$ cat config.mk
export PLATFORM = sky130hd
export DESIGN_NAME = bus_dma_flat
export DESIGN_NICKNAME = d
export VERILOG_FILES = /design/src/rtl/bus_dma_pkg.sv /design/src/rtl/bus_dma_if.sv /design/src/rtl/bus_watchdog.sv /design/src/rtl/bus_dma.sv /design/src/flat_wrapper.sv
export SDC_FILE = /design/constraint.sdc
export NUM_CORES = 1
export LEC_CHECK = 0
export BUFFER_PORTS_ARGS = -buffer_cell sky130_fd_sc_hd__buf_4
export CORE_AREA = 2 2 173 175
export DETAILED_ROUTE_END_ITERATION = 12
export DIE_AREA = 0 0 175 177
export GPL_ROUTABILITY_DRIVEN = 0
export MAX_ROUTING_LAYER = met4
export PLACE_DENSITY_LB_ADDON = 0.05
export SLEW_MARGIN = 20
export SYNTH_ARGS = -nofsm -noshare
export SYNTH_HDL_FRONTEND = slang
export SYNTH_SLANG_ARGS = --single-unit
$ cat constraint.sdc
create_clock -name clk -period 2.7 [get_ports clk]
set_clock_uncertainty 0.1 [all_clocks]
set_input_delay 0.27 -clock clk [delete_from_list [all_inputs] [get_ports clk]]
set_output_delay 0.27 -clock clk [all_outputs]
set_load 0.005 [all_outputs]
$ cat src/rtl/bus_dma_pkg.sv
// bus_dma_pkg: shared types and constants for the bus_dma copy/fill engine.
//   state_t     - transfer FSM states
//   WSTRB_*     - write-strobe encodings for read and full-word write
//   MODE_*      - transfer mode encodings on the mode input
//   word_align  - clears the byte-offset bits of a bus address
package bus_dma_pkg;

   typedef enum logic [2:0] {
      ST_IDLE,
      ST_RD,
      ST_RD_GAP,
      ST_WR,
      ST_WR_GAP,
      ST_FIN
   } state_t;

   localparam logic [3:0] WSTRB_READ = 4'h0;
   localparam logic [3:0] WSTRB_WORD = 4'hF;

   localparam logic MODE_COPY = 1'b0;
   localparam logic MODE_FILL = 1'b1;

   function automatic logic [31:0] word_align(input logic [31:0] a);
      return a & 32'hFFFF_FFFC;
   endfunction

endpackage

$ cat src/rtl/bus_dma_if.sv
// bus_dma_if: PicoRV32-style native memory bus between one initiator and
// one responder.
//   valid - request from initiator
//   ready - acknowledge from responder
//   addr  - word-aligned byte address
//   wdata - write data
//   wstrb - 4'h0 read, 4'hF word write
//   rdata - read data, meaningful while ready=1
// Modports: master (initiator side), slave (responder side).
interface bus_dma_if;

   logic        valid;
   logic        ready;
   logic [31:0] addr;
   logic [31:0] wdata;
   logic [3:0]  wstrb;
   logic [31:0] rdata;

   modport master (
      output valid, addr, wdata, wstrb,
      input  ready, rdata
   );

   modport slave (
      input  valid, addr, wdata, wstrb,
      output ready, rdata
   );

endinterface

$ cat src/rtl/bus_watchdog.sv
// bus_watchdog: counts cycles a bus request waits for acknowledge.
//   clk, rst - clock and synchronous active-high reset
//   clear    - zero the counter (held while no request is outstanding)
//   waiting  - request outstanding and not acknowledged this cycle
//   expired  - this is the TIMEOUT_CYCLES-th unacknowledged cycle
module bus_watchdog #(
   parameter int unsigned TIMEOUT_CYCLES = 255
) (
   input  logic clk,
   input  logic rst,
   input  logic clear,
   input  logic waiting,
   output logic expired
);

   localparam int unsigned W = $clog2(TIMEOUT_CYCLES + 1);

   logic [W-1:0] count;

   // Flagged during the last waiting cycle so the initiator can drop its
   // request on the very edge at which the count would reach the limit.
   assign expired = waiting && (count == W'(TIMEOUT_CYCLES - 1));

   always_ff @(posedge clk) begin
      if (rst || clear) begin
         count <= '0;
      end else if (waiting && !expired) begin
         count <= count + W'(1);
      end
   end

endmodule

$ cat src/rtl/bus_dma.sv
// bus_dma: word-granular copy/fill initiator on the native memory bus.
//   clk, rst    - clock and synchronous active-high reset
//   start       - begin a transfer (ignored while busy)
//   mode        - MODE_COPY reads src then writes dst, MODE_FILL writes fill_value
//   src_addr    - source byte address (low two bits ignored)
//   dst_addr    - destination byte address (low two bits ignored)
//   len         - transfer length in 32-bit words
//   fill_value  - data written in fill mode
//   busy        - transfer in progress
//   done        - one-cycle pulse ending every accepted start
//   error       - bus timeout occurred, held until the next accepted start
//   words_done  - completed destination writes
//   mem         - bus initiator port
module bus_dma
   import bus_dma_pkg::*;
#(
   parameter int unsigned TIMEOUT_CYCLES = 255,
   parameter int unsigned LEN_BITS       = 16
) (
   input  logic                clk,
   input  logic                rst,
   input  logic                start,
   input  logic                mode,
   input  logic [31:0]         src_addr,
   input  logic [31:0]         dst_addr,
   input  logic [LEN_BITS-1:0] len,
   input  logic [31:0]         fill_value,
   output logic                busy,
   output logic                done,
   output logic                error,
   output logic [LEN_BITS-1:0] words_done,
   bus_dma_if.master           mem
);

   state_t state_q, state_d;

   logic [31:0]         src_ptr;
   logic [31:0]         dst_ptr;
   logic [31:0]         data_q;
   logic [31:0]         fill_q;
   logic [31:0]         addr_q;
   logic [31:0]         wdata_q;
   logic [3:0]          wstrb_q;
   logic [LEN_BITS-1:0] remaining;
   logic [LEN_BITS-1:0] words_q;
   logic                mode_q;
   logic                error_q;

   logic bus_active;
   logic wd_clear;
   logic wd_waiting;
   logic expired;
   logic accept;
   logic enter_rd;
   logic enter_wr;

   assign accept   = (state_q == ST_IDLE) && start;
   assign enter_rd = (state_d == ST_RD) && (state_q != ST_RD);
   assign enter_wr = (state_d == ST_WR) && (state_q != ST_WR);

   bus_watchdog #(
      .TIMEOUT_CYCLES(TIMEOUT_CYCLES)
   ) u_watchdog (
      .clk     (clk),
      .rst     (rst),
      .clear   (wd_clear),
      .waiting (wd_waiting),
      .expired (expired)
   );

   // State register
   always_ff @(posedge clk) begin
      if (rst) begin
         state_q <= ST_IDLE;
      end else begin
         state_q <= state_d;
      end
   end

   // Next-state logic
   always_comb begin
      state_d = state_q;
      case (state_q)
         ST_IDLE: begin
            if (start) begin
               if (len == '0) begin
                  state_d = ST_FIN;
               end else if (mode == MODE_FILL) begin
                  state_d = ST_WR;
               end else begin
                  state_d = ST_RD;
               end
            end
         end
         ST_RD: begin
            if (mem.ready) begin
               state_d = ST_RD_GAP;
            end else if (expired) begin
               state_d = ST_FIN;
            end
         end
         ST_RD_GAP: state_d = ST_WR;
         ST_WR: begin
            if (mem.ready) begin
               state_d = (remaining == LEN_BITS'(1)) ? ST_FIN : ST_WR_GAP;
            end else if (expired) begin
               state_d = ST_FIN;
            end
         end
         ST_WR_GAP: state_d = (mode_q == MODE_FILL) ? ST_WR : ST_RD;
         ST_FIN:    state_d = ST_IDLE;
         default:   state_d = ST_IDLE;
      endcase
   end

   // Output decode
   always_comb begin
      bus_active = (state_q == ST_RD) || (state_q == ST_WR);
      busy       = (state_q != ST_IDLE);
      done       = (state_q == ST_FIN);
      error      = error_q;
      words_done = words_q;
      mem.valid  = bus_active;
      mem.addr   = addr_q;
      mem.wdata  = wdata_q;
      mem.wstrb  = wstrb_q;
      wd_clear   = !bus_active;
      wd_waiting = bus_active && !mem.ready;
   end

   // Datapath: pointers, counters and the registered bus request fields.
   // Bus fields load only on entry to RD/WR so they stay frozen while valid.
   // On the IDLE exit the pointers are not yet loaded, so the aligned inputs
   // are used directly.
   always_ff @(posedge clk) begin
      if (rst) begin
         src_ptr   <= '0;
         dst_ptr   <= '0;
         data_q    <= '0;
         fill_q    <= '0;
         addr_q    <= '0;
         wdata_q   <= '0;
         wstrb_q   <= '0;
         remaining <= '0;
         words_q   <= '0;
         mode_q    <= MODE_COPY;
         error_q   <= 1'b0;
      end else begin
         if (accept) begin
            error_q   <= 1'b0;
            words_q   <= '0;
            src_ptr   <= word_align(src_addr);
            dst_ptr   <= word_align(dst_addr);
            remaining <= len;
            mode_q    <= mode;
            fill_q    <= fill_value;
         end

         case (state_q)
            ST_RD: begin
               if (mem.ready) begin
                  data_q  <= mem.rdata;
                  src_ptr <= src_ptr + 32'd4;
               end else if (expired) begin
                  error_q <= 1'b1;
               end
            end
            ST_WR: begin
               if (mem.ready) begin
                  dst_ptr   <= dst_ptr + 32'd4;
                  words_q   <= words_q + LEN_BITS'(1);
                  remaining <= remaining - LEN_BITS'(1);
               end else if (expired) begin
                  error_q <= 1'b1;
               end
            end
            default: ;
         endcase

         if (enter_rd) begin
            addr_q  <= accept ? word_align(src_addr) : src_ptr;
            wstrb_q <= WSTRB_READ;
         end

         if (enter_wr) begin
            addr_q  <= accept ? word_align(dst_addr) : dst_ptr;
            wdata_q <= accept ? fill_value
                              : ((mode_q == MODE_FILL) ? fill_q : data_q);
            wstrb_q <= WSTRB_WORD;
         end
      end
   end

endmodule

$ cat src/flat_wrapper.sv
// flat-port wrapper written by rule: the top's interface ports become plain ports
module bus_dma_flat import bus_dma_pkg::*;
#(
   parameter int unsigned TIMEOUT_CYCLES = 255,
   parameter int unsigned LEN_BITS       = 16
)
  (clk, rst, start, mode, src_addr, dst_addr, len, fill_value, busy, done, error, words_done, mem_valid, mem_addr, mem_wdata, mem_wstrb, mem_ready, mem_rdata);
  bus_dma_if mem_i ();
  input  logic clk;
  input  logic rst;
  input  logic start;
  input  logic mode;
  input  logic [31:0] src_addr;
  input  logic [31:0] dst_addr;
  input  logic [LEN_BITS-1:0] len;
  input  logic [31:0] fill_value;
  output logic busy;
  output logic done;
  output logic error;
  output logic [LEN_BITS-1:0] words_done;
  output wire logic [$bits(mem_i.valid)-1:0] mem_valid;
  output wire logic [$bits(mem_i.addr)-1:0] mem_addr;
  output wire logic [$bits(mem_i.wdata)-1:0] mem_wdata;
  output wire logic [$bits(mem_i.wstrb)-1:0] mem_wstrb;
  input wire logic [$bits(mem_i.ready)-1:0] mem_ready;
  input wire logic [$bits(mem_i.rdata)-1:0] mem_rdata;
  assign mem_valid = mem_i.valid;
  assign mem_addr = mem_i.addr;
  assign mem_wdata = mem_i.wdata;
  assign mem_wstrb = mem_i.wstrb;
  assign mem_i.ready = mem_ready;
  assign mem_i.rdata = mem_rdata;
  bus_dma #(.TIMEOUT_CYCLES(TIMEOUT_CYCLES), .LEN_BITS(LEN_BITS)) u_core (.clk(clk), .rst(rst), .start(start), .mode(mode), .src_addr(src_addr), .dst_addr(dst_addr), .len(len), .fill_value(fill_value), .busy(busy), .done(done), .error(error), .words_done(words_done), .mem(mem_i));
endmodule
==> flow_metrics.env <==
export IMPL_status="finished clean"
export IMPL_wl_per_cell_um=17.19
export IMPL_cp_max_fo=54
export IMPL_yosysWarnings=0
export IMPL_viasPerCell=5.315
export IMPL_cts_sinks=238
export IMPL_hold_violations=0
export IMPL_die_x_um=175
export IMPL_design_die_area_um2=30980
export IMPL_io_buffers=232
export IMPL_cts_max_level=1
export IMPL_synth_edf_count=0
export IMPL_netlist_instances=1442
export IMPL_core_um2=29240
export IMPL_cpMaxStageDelayCell="or4_4"
export IMPL_final_period_utilization_pct=93.20
export IMPL_whs_ns=0.01879
export IMPL_tritoncts="built"
export IMPL_synth_compound_area_share_pct=20.73
export IMPL_cp_end_kind="flop"
export IMPL_clk_path_buf_depth=3
export IMPL_die_height_um=177
export IMPL_p_leak_nw=5.993
export IMPL_async_reset_ff_share_pct=0
export IMPL_synthAdderAreaFrac_pct=0.7629
export IMPL_critical_path_buf_inv_count=1
export IMPL_yosys_area_share_simple_pct=21.70
export IMPL_ys_top_cells_by_area="dfxtp_1, nand2_1, a21oi_1"
export IMPL_cp_top_family="simple AND/OR/NAND/NOR gates"
export IMPL_worstSetupPathType="reg2reg"
export IMPL_drtPass1Iterations=5
export IMPL_synth_distinct_cells=58
export IMPL_worstPathCellList="or4_4 > nor3b_2 > a41o_2 > nand3_4 > buf_12 > or3_1 > a31oi_1"
export IMPL_hold_path_class="in2reg"
export IMPL_grtUsageTotal_pct=23.91
export IMPL_instances_no_fill=2148
export IMPL_cp_arrival_ns=2.89
export IMPL_antenna_found_initial=2
export IMPL_ys_ff_latch=238
export IMPL_powerDensity_nw_per_um2=646.6
export IMPL_place_area_um2=13690
export IMPL_ant_nets=0
export IMPL_synth_xor_area_share_pct=4.653
export IMPL_dpl_cell_count=1994
export IMPL_fin_crit_ns=2.516
export IMPL_total_power_mw=10.12
export IMPL_ir_drop_uv=409.9
export IMPL_relSlewSlack_pct=50.17
export IMPL_grt_pass1_wl_um=58300
export IMPL_avgSynthCellArea_um2=7.962
export IMPL_areaGrowthSynthToFinish_pct=36.32
export IMPL_dr_first_iter_drc_count=684
export IMPL_postLayoutSetupSlackWorst_ns=0.1836
export IMPL_synth_net_count=1598
export IMPL_grt_max_degree=118
export IMPL_io_pins=237
export IMPL_finalSetupViolCount=0
export IMPL_start_util_pct=39.26
export IMPL_tns_ns=0
export IMPL_synth_top_area_share_pct=41.50
export IMPL_hpwl_um=24480
export IMPL_num_fill_cells=2832
export IMPL_slew_violations=0
export IMPL_yosys_area_top_type="dfxtp_1"
export IMPL_fin_util_pct=53.52
export IMPL_drc=0
export IMPL_vias=11420
export IMPL_grt_pass1_vias=10840
export IMPL_worst_pin_slew_ns=0.7467
export IMPL_fmax_mhz=397.4
export IMPL_clk_latency_ns=0.54
export IMPL_gr_total_overflow=0
export IMPL_fin_nets=1891
export IMPL_worst_setup_path_start_kind="flop"
export IMPL_seq_area_um2=4766
export IMPL_synth_top_family_by_area="simple AND/OR/NAND/NOR gates"
export IMPL_wl_um=36930
export IMPL_yosysMostFrequentCell="nand2_1"
export IMPL_cts_made_buffers=28
export IMPL_dp_slack_ns=0.1664
export IMPL_ys_seq_area_share_pct=41.50
export IMPL_grt_setup_unrepaired="no"
export IMPL_synthMuxAreaShare_pct=5.929
export IMPL_drive_above_1_share_pct=19.36
export IMPL_row_count=63
export IMPL_cts_root_buf="clkbuf_16"
export IMPL_post_route_cell_area_um2=15650
export IMPL_synthTopCellsByCount="nand2_1, dfxtp_1, a21oi_1"
export IMPL_max_cap_violations=0
export IMPL_cp_required_ns=3.07
export IMPL_synth_flop_cell="dfxtp_1"
export IMPL_multi_input_area_um2=6223
export IMPL_slowest_delay_ns=0.58
export IMPL_syn_cell_area_um2=11480
export IMPL_clk_pin_slew_ns=0.06
## area by class of cell
cell class,instances,share of cell area (%)
Antenna cell,2,0.03198
Sequential cell,238,30.45
Tap cell,390,3.118
Inverter,17,0.4077
Clock buffer,44,5.508
Timing Repair Buffer,377,20.15
Clock inverter,7,0.5676
Multi-Input combinational cell,1073,39.76
## kinds of logic after synthesis
group / after synthesis
simple gates: 557
buf+inv: 131
fa+ha+maj: 7
flops: 238
xor+xnor: 61
mux: 68
compound gates: 380
## flip-flops by register name (all words and copies together), names as in the netlist, 3 cells and up
| register | flops |
|---|---|
| u_core.dst_ptr | 32 |
| u_core.mem.addr | 32 |
| u_core.u_watchdog.count | 8 |
| u_core.mem.wdata | 32 |
| u_core.state_q | 3 |
| u_core.data_q | 32 |
| u_core.fill_q | 32 |
| u_core.remaining | 16 |
| u_core.words_done | 16 |
| u_core.src_ptr | 32 |
## layer usage
metal | global-route usage, % | routed length [um] | vias up
li1 | - | - | 5713
met1 | 30.85 | 16850 | 5342
met2 | 39.72 | 17410 | 312
met3 | 3.780 | 1981 | 50
met4 | 5.069 | 686 | 0
met5 | - | 0 | -
## worst reg2reg max path: stages (launching register included)
cell,delay [ns]
dfxtp_1,0.33
or4_4,0.58
nor3b_2,0.22
a41o_2,0.33
nand3_4,0.11
buf_12,0.20
or3_1,0.43
a31oi_1,0.16
## worst paths after layout
kind | to | startpoint | slack, ns | depth (start not counted)
max reg2reg | u_core.mem.addr[22] | u_core.remaining[2] | 0.18 | 7
min | u_core.remaining[11] | len[11] | 0.02 | 3
max | u_core.mem.addr[22] | u_core.remaining[2] | 0.18 | 7
min reg2reg | u_core.src_ptr[0] | u_core.src_ptr[0] | 0.33 | 2
## layout by cell type, fill, tap and decap left out, types with 4 or more instances in the layout
cell and count:
xnor2_1 31, o21ai_0 71, ha_1 7, a31oi_1 13, a32oi_1 4, o2111ai_1 7
and4_1 6, clkbuf_16 29, o32a_1 16, a21oi_1 156, a211o_1 11, xor2_1 30
nor2_1 110, nor3b_1 5, and3_1 18, buf_4 272, o311ai_1 5, nor4_1 11
a211oi_1 36, nand3_1 35, buf_12 6, clkbuf_8 8, dfxtp_1 237, dlygate4sd3_1 98
nor3_1 16, or3_1 14, mux2i_1 68, inv_1 17, clkbuf_1 7, a221oi_1 5
a311oi_1 8, clkinv_2 4, and2_1 5, o211ai_1 27, nand4_1 24, nand2_1 293
## timing repair
item	CTS	global route
hold buffers	98	0
buffers inserted	0	3
gates resized for setup	0	0
endpoints found under the setup margin	0	13
endpoints found under the hold margin	106	0
## report_power, final
group | internal [mW] | switching (mW) | total (mW)
Combinational | 0.969 | 1.19 | 2.16
Sequential | 3.80 | 0.248 | 4.05
Clock | 2.37 | 1.54 | 3.91
(Power assumes the default switching activity.)
